--- src/rtl/core_alu_issue.sv ---
//==============================================================================
// Module   : core_alu_issue
// Brief    : Two-stage issue/result wrapper around a combinational core_alu.
//            Stage A registers the operands, function and destination that
//            drive the ALU; stage B captures the ALU result and presents it
//            to writeback over a valid/ready channel. Read-after-write
//            hazards against in-flight producers hold off the decode stage.
// Config   : `define CORE_ALU_ISSUE_FORWARD_EN to forward the stage B result
//            into operand capture instead of stalling until B drains.
// Revision : 1.0  initial release
//==============================================================================
`default_nettype none

// Fallback bus definitions for builds that do not pull in the shared defines.
`ifndef MemByteBus
`define MemByteBus 31:0
`endif
`ifndef ALUFuncBus
`define ALUFuncBus 3:0
`endif
`ifndef ALUFunc_ADD
`define ALUFunc_ADD 4'd0
`endif

module core_alu_issue (
   input  logic               clk,
   input  logic               rst,
   // decode side
   input  logic               in_valid,
   output logic               in_ready,
   input  logic [`ALUFuncBus] in_func,
   input  logic [4:0]         in_rs1_addr,
   input  logic [4:0]         in_rs2_addr,
   input  logic [`MemByteBus] in_rs1_data,
   input  logic [`MemByteBus] in_rs2_data,
   input  logic [`MemByteBus] in_imm,
   input  logic               in_use_imm,
   input  logic [4:0]         in_rd_addr,
   // core_alu side
   output logic               alu_eval_en,
   output logic [`MemByteBus] alu_opnum1,
   output logic [`MemByteBus] alu_opnum2,
   output logic [`ALUFuncBus] alu_func,
   input  logic [`MemByteBus] alu_res,
   // writeback side
   output logic               out_valid,
   input  logic               out_ready,
   output logic [4:0]         out_rd_addr,
   output logic [`MemByteBus] out_res
);

   // Stage A (issue) registers
   logic               a_valid_q,  a_valid_d;
   logic [`MemByteBus] a_opnum1_q, a_opnum1_d;
   logic [`MemByteBus] a_opnum2_q, a_opnum2_d;
   logic [`ALUFuncBus] a_func_q,   a_func_d;
   logic [4:0]         a_rd_q,     a_rd_d;

   // Stage B (result) registers
   logic               b_valid_q,  b_valid_d;
   logic [`MemByteBus] b_res_q,    b_res_d;
   logic [4:0]         b_rd_q,     b_rd_d;

   // Handshake and hazard terms
   logic               b_ready;
   logic               a_ready;
   logic               hazard_a;
   logic               hazard;
   logic               accept;
   logic               b_load;
   logic [`MemByteBus] rs1_val;
   logic [`MemByteBus] rs2_val;

   // B can take a new result when empty or when its current one leaves now;
   // A can take a new instruction when empty or when it moves into B now.
   assign b_ready = !b_valid_q || out_ready;
   assign a_ready = !a_valid_q || b_ready;
   assign b_load  = a_valid_q && b_ready;

   // The stage A producer's result does not exist yet, so any source match
   // against it must stall. x0 never carries a dependency; rs2 only counts
   // when it is actually used as an operand.
   assign hazard_a = a_valid_q && (a_rd_q != 5'd0) &&
                     ((a_rd_q == in_rs1_addr) ||
                      ((a_rd_q == in_rs2_addr) && !in_use_imm));

`ifdef CORE_ALU_ISSUE_FORWARD_EN
   logic fwd_rs1;
   logic fwd_rs2;

   // Stage B already holds its final value, so a source match there is
   // satisfied by bypassing out_res into the capture path.
   assign fwd_rs1 = b_valid_q && (b_rd_q != 5'd0) && (b_rd_q == in_rs1_addr);
   assign fwd_rs2 = b_valid_q && (b_rd_q != 5'd0) && (b_rd_q == in_rs2_addr);
   assign rs1_val = fwd_rs1 ? b_res_q : in_rs1_data;
   assign rs2_val = fwd_rs2 ? b_res_q : in_rs2_data;
   assign hazard  = hazard_a;
`else
   logic hazard_b;

   // Without a bypass, the register file is only current once B has been
   // handed to writeback, so matches against B stall as well.
   assign hazard_b = b_valid_q && (b_rd_q != 5'd0) &&
                     ((b_rd_q == in_rs1_addr) ||
                      ((b_rd_q == in_rs2_addr) && !in_use_imm));
   assign rs1_val  = in_rs1_data;
   assign rs2_val  = in_rs2_data;
   assign hazard   = hazard_a || hazard_b;
`endif

   assign in_ready = a_ready && !hazard;
   assign accept   = in_valid && in_ready;

   // Stage A next state: capture on accept, otherwise empty once drained into B
   always_comb begin
      a_valid_d  = a_valid_q;
      a_opnum1_d = a_opnum1_q;
      a_opnum2_d = a_opnum2_q;
      a_func_d   = a_func_q;
      a_rd_d     = a_rd_q;
      if (accept) begin
         a_valid_d  = 1'b1;
         a_opnum1_d = rs1_val;
         a_opnum2_d = in_use_imm ? in_imm : rs2_val;
         a_func_d   = in_func;
         a_rd_d     = in_rd_addr;
      end else if (b_ready) begin
         a_valid_d  = 1'b0;
      end
   end

   // Stage B next state: load the ALU result from A, otherwise drop on handshake
   always_comb begin
      b_valid_d = b_valid_q;
      b_res_d   = b_res_q;
      b_rd_d    = b_rd_q;
      if (b_load) begin
         b_valid_d = 1'b1;
         b_res_d   = alu_res;
         b_rd_d    = a_rd_q;
      end else if (out_ready) begin
         b_valid_d = 1'b0;
      end
   end

   // Pipeline registers with synchronous active-low reset to a neutral ADD
   always_ff @(posedge clk) begin
      if (!rst) begin
         a_valid_q  <= 1'b0;
         a_opnum1_q <= '0;
         a_opnum2_q <= '0;
         a_func_q   <= `ALUFunc_ADD;
         a_rd_q     <= 5'd0;
         b_valid_q  <= 1'b0;
         b_res_q    <= '0;
         b_rd_q     <= 5'd0;
      end else begin
         a_valid_q  <= a_valid_d;
         a_opnum1_q <= a_opnum1_d;
         a_opnum2_q <= a_opnum2_d;
         a_func_q   <= a_func_d;
         a_rd_q     <= a_rd_d;
         b_valid_q  <= b_valid_d;
         b_res_q    <= b_res_d;
         b_rd_q     <= b_rd_d;
      end
   end

   // The ALU is driven straight from stage A so its result is ready for B
   assign alu_eval_en = a_valid_q;
   assign alu_opnum1  = a_opnum1_q;
   assign alu_opnum2  = a_opnum2_q;
   assign alu_func    = a_func_q;

   assign out_valid   = b_valid_q;
   assign out_res     = b_res_q;
   assign out_rd_addr = b_rd_q;

endmodule

`default_nettype wire
--- config.mk ---
export PLATFORM = sky130hd
export DESIGN_NAME = core_alu_issue
export DESIGN_NICKNAME = d
export VERILOG_FILES = /design/src/rtl/core_alu_issue.sv
export SDC_FILE = /design/constraint.sdc
export NUM_CORES = 1
export LEC_CHECK = 0
export CELL_PAD_IN_SITES_DETAIL_PLACEMENT = 1
export CELL_PAD_IN_SITES_GLOBAL_PLACEMENT = 1
export CORE_ASPECT_RATIO = 0.6
export CORE_MARGIN = 4
export CORE_UTILIZATION = 40
export DETAILED_ROUTE_END_ITERATION = 7
export DONT_BUFFER_PORTS = 1
export PLACE_DENSITY_LB_ADDON = 0.1
export SYNTH_ARGS = -nofsm -noshare
export SYNTH_HDL_FRONTEND = slang
export SYNTH_SLANG_ARGS = --single-unit
--- constraint.sdc ---
create_clock -name clk -period 4.46 [get_ports clk]
set_input_delay 0.892 -clock clk [delete_from_list [all_inputs] [get_ports clk]]
set_output_delay 0.892 -clock clk [all_outputs]
set_load 0.005 [all_outputs]
* Yosys cells after proc, flatten, opt, wreduce, memory -nomap -nowiden
Index checks and enable logic that the tools add are counted. W data, S select, Z words.
Cells by class: equality and inequality tests 4, mux-type cells 5, reductions and logical operators 22
Operators by type and width (number):
- $mux W32 | 1
- $eq A5 B5 Y1 | 4
- $reduce_bool A5 Y1 | 2
- $logic_and A1 B1 Y1 | 9
- $logic_or A1 B1 Y1 | 5
- $logic_not A1 Y1 | 4
- $mux W1 | 4
- $reduce_bool A2 Y1 | 2
Storage, ports and cells: bits in registers 112, input bits 152, word-level logic and storage cells 39

* Depth between registers and ports, before layout
word-level depth 9, mapped depth 7, mapped depth without buffers 6

* Worst setup path after synthesis
OpenSTA, ideal clock, no wires.
path kind input -> output, start point input in_rs2_addr[0], end point output in_ready, arrival time 1.775 ns, required time 3.568 ns, setup slack 1.793 ns, stages 5, path through xnor2_1 -> nand4_1 -> o32a_1 -> o22ai_4 -> a21oi_1
Between the ends: longest elaborated chain between the ends 7, elaborated cells between the ends (all ways) 11, classes of those cells 2 x eq/ne; 9 x reduce/logical
Ends and longest elaborated chain:
- from (decl) | RTL line 33 | input logic [4:0] in_rs2_addr,
- $eq A5 B5 Y1 (on tied branches) | RTL line 85, 105
- $logic_and A1 B1 Y1 (on tied branches) | RTL line 85, 105
- $logic_or A1 B1 Y1 (on tied branches) | RTL line 84, 104
- $logic_and A1 B1 Y1 (on tied branches) | RTL line 83, 103
- $logic_or A1 B1 Y1 * | RTL line 108 | assign hazard = hazard_a || hazard_b;
- $logic_not A1 Y1 * | RTL line 111 | assign in_ready = a_ready && !hazard;
- $logic_and A1 B1 Y1 * | RTL line 111
- to (decl) | RTL line 30 | output logic in_ready,
Mark *: on every way between the ends. The rest lies on a longest branch, timed or not.

* Final worst setup path
start point register b_rd_q[4] (netlist: out_rd_addr[4]), end point output in_ready
Between the ends: longest elaborated chain between the ends 7, elaborated cells between the ends (all ways) 10, classes of those cells 2 x eq/ne; 8 x reduce/logical
Ends and longest elaborated chain:
- from (decl) | RTL line 62 | logic [4:0] b_rd_q, b_rd_d;
- from (signal assigned) | RTL line 165 | b_rd_q <= b_rd_d;
- $eq A5 B5 Y1 | RTL line 105 | ((b_rd_q == in_rs2_addr) && !in_use_imm));
- $logic_and A1 B1 Y1 | RTL line 105
- $logic_or A1 B1 Y1 | RTL line 104 | ((b_rd_q == in_rs1_addr) ||
- $logic_and A1 B1 Y1 * | RTL line 103 | assign hazard_b = b_valid_q && (b_rd_q != 5'd0) &&
- $logic_or A1 B1 Y1 * | RTL line 108
- $logic_not A1 Y1 * | RTL line 111
- $logic_and A1 B1 Y1 * | RTL line 111
Marks and branches as above.

==> results.toml <==
[clock_tree]
clock_sinks = 112
clockBufferDepth = 2
hold_buffers = 0
clkTransAtPathRegs_ns = 0.07
cts-resized-gates = 0
cts_root_buffer = "clkbuf_16"
cts_buffers = 9
htreeDepth = 3
cts_tree = "yes"
postCtsSetupBuffers = 0
clkLatencyLatePin_ns = 0.35

[grt]
grt_max_degree = 186
grt_use_total = 0.1788
grt_antenna_before_repair = 0
grt_pass1_vias = 3835
grt_pass1_wl_um = 20900
grt-ovfl-total = 0

[timing]
setup_violations = 0
tns_ns = 0
finClkSkew_ns = 0.006746
rsz0062_at_grt = "no"
clock.fmax_ghz = 0.3528
min_period_over_period = 0.6356
fin_ws_ns = 1.625
hold_violations = 0
relSlewSlack = 0.3686
drv_slew = 0
fin_crit_ns = 2.835
tightest_slew_ns = 0.9471

[drt]
first_iter_violations = 152
dr.pass1.iters = 4
avgRoutedWirePerCell_um = 19.60
route.detailed.drc = 0
routed_wirelength_um = 13780
ant_nets = 0
avgViaCountPerCell = 5.267
vias = 3703

[logic_synthesis]
async_flop_share = 0
yosysWarnings = 0
seq_area_frac_synth = 0.4431
syn_nets = 709
avgSynthCellArea_um2 = 9.084
netlist_instances = 557
ys.flop_type = "dfxtp_1"
ys_ff_latch = 112
synth_edf_count = 0
syn_area_um2 = 5060
synth_cell_types = 26

[worst_setup_path]
crit_type = "register to output pin"
required_ns = 3.57
crit_arrival_ns = 1.94
cp_max_fo = 5
end_kind = "output pin"
cp-start-kind = "register"

[finish]
syn_to_final_growth_pct = 5.638
fillCellCount = 1398
fin_nets = 685
drive_gt1_frac = 0.1078
antenna_cells = 0

[power_and_ir_drop]
p_total_mw = 2.148
leakage_nw = 2.137
power.density_nw_per_um2 = 401.8
vdd_drop_max_uv = 167.6

[placed_design]
portBuffers = 0
gp_congestion = 0.8621
pre_cts_ws_ns = 1.457
place_hpwl_um = 10150

[floorplanning]
rows = 31
coreArea_um2 = 12220
die_w_um = 153.2
die_h_um = 95.12
io_pins = 260
die_area_um2 = 14570
start_util = 0.4141

[outcome]
outcome = "completed"

[min_path]
min_path_type = "register to register"

[run]
cap_viol_max_count = 0
-- sequential cells by signal, indices dropped and copies added, names as in the netlist --
signal / cells
out_res: 32
a_rd_q: 5
alu_opnum1: 32
out_valid: 1
alu_opnum2: 32
alu_func: 4
alu_eval_en: 1
out_rd_addr: 5
-- path summary, 6_finish.rpt --
check                                    from                           to  slack [ns]  cells after the start
setup / recovery  out_rd_addr[4]$_SDFFE_PN0P_                     in_ready        1.63                      5
hold / removal    alu_opnum1[22]$_SDFFE_PN0P_  alu_opnum1[22]$_SDFFE_PN0P_        0.48                      2
setup reg to reg  out_rd_addr[4]$_SDFFE_PN0P_  alu_opnum2[20]$_SDFFE_PN0P_        1.64                      6
hold reg to reg   alu_opnum1[22]$_SDFFE_PN0P_  alu_opnum1[22]$_SDFFE_PN0P_        0.48                      2
-- cells in the final DEF, fill, tap and decap left out --
cell        netlist  final
nor2_8            1      1
nand4_1           2      2
xor2_1            2      2
clkinvlp_4        0      2
nand2_1         224    224
a21boi_1         37     37
nor2b_2           0      1
o21ai_2           1      1
nand2b_1          1      1
o21a_1            1      1
o32a_1            2      2
clkinv_4          0      1
mux2_2           32     32
inv_6             0      1
bufinv_16         0      1
and2_1            1      1
clkinv_2          0      1
nor2b_1           2      1
clkbuf_8          0      1
mux2i_1          73     73
dfxtp_1         112    112
buf_4             0      4
inv_1             1      1
clkbuf_16         0      9
o21ai_4           1      1
xnor2_1          18     18
or4_4             1      1
a21oi_1           1      1
or4_1             1      1
o22ai_4           1      1
nand3_1           2      2
o21ai_1           1      1
-- area by class of cell --
| type | instances | area, µm² | area share |
|---|---|---|---|
| clock inverters | 6 | 67.56 | 0.01264 |
| well taps | 165 | 206.4 | 0.03862 |
| inverters | 1 | 3.754 | 0.0007022 |
| clock buffers | 10 | 239.0 | 0.04471 |
| flip-flops and latches | 112 | 2242 | 0.4195 |
| multi-input cells | 405 | 2556 | 0.4782 |
| repair buffers | 4 | 30.03 | 0.005618 |
-- synth_stat cells, drive strengths merged, types with 2 or more instances --
library cell | instances | area share
nor2b | 2 | 0.0025
xor2 | 2 | 0.0035
xnor2 | 18 | 0.031
nand3 | 2 | 0.0020
nand4 | 2 | 0.0025
or4 | 2 | 0.0037
o32a | 2 | 0.0040
buf | 11 | 0.031
o21ai | 3 | 0.0059
dfxtp | 112 | 0.44
mux2 | 32 | 0.071
clkbuf | 28 | 0.021
nand2 | 224 | 0.17
mux2i | 73 | 0.14
a21boi | 37 | 0.055
-- worst max-delay path: stages (launching register included) --
cell and delay [ns]:
dfxtp_1 0.53, xnor2_1 0.16, nand4_1 0.14, o32a_1 0.38
o22ai_4 0.26, a21oi_1 0.12
-- per-stage QoR --
stage | hold slack (ns) | utilization | cells | instance area, µm²
after floorplan | 0.4511 | - | 557 | 5060
after global placement | 0.4628 | 0.4124 | 687 | 5039
after detailed placement | 0.4720 | 0.4124 | 687 | 5039
after CTS | 0.4828 | 0.4375 | 703 | 5345
after global routing | 0.4956 | 0.4375 | 703 | 5345
final | 0.4814 | 0.4375 | 703 | 5345
-- metal layers --
metal  wire length (µm)  GRT usage
met5                  0          0
met3               1518    0.09297
met2               6614     0.2976
met4                182    0.04744
met1               5462     0.2049
-- cell families after synthesis --
| logic type | Yosys count | synth area share |
|---|---|---|
| AND/OR/NAND/NOR | 235 | 0.1832 |
| flip-flops | 112 | 0.4431 |
| multiplexers | 105 | 0.2156 |
| AO/OA/AOI/OAI | 45 | 0.07122 |
| buffers and inverters | 40 | 0.05217 |
| XOR/XNOR | 20 | 0.03462 |
-- report_power, final --
part	total (mW)	switching [mW]	internal (mW)	leakage [nW]
Clock	0.832	0.379	0.454	0.145
Combinational	0.190	0.0897	0.100	1.07
Sequential	1.13	0.0625	1.06	0.921
No activity file was read; power rests on OpenSTA's default activity.
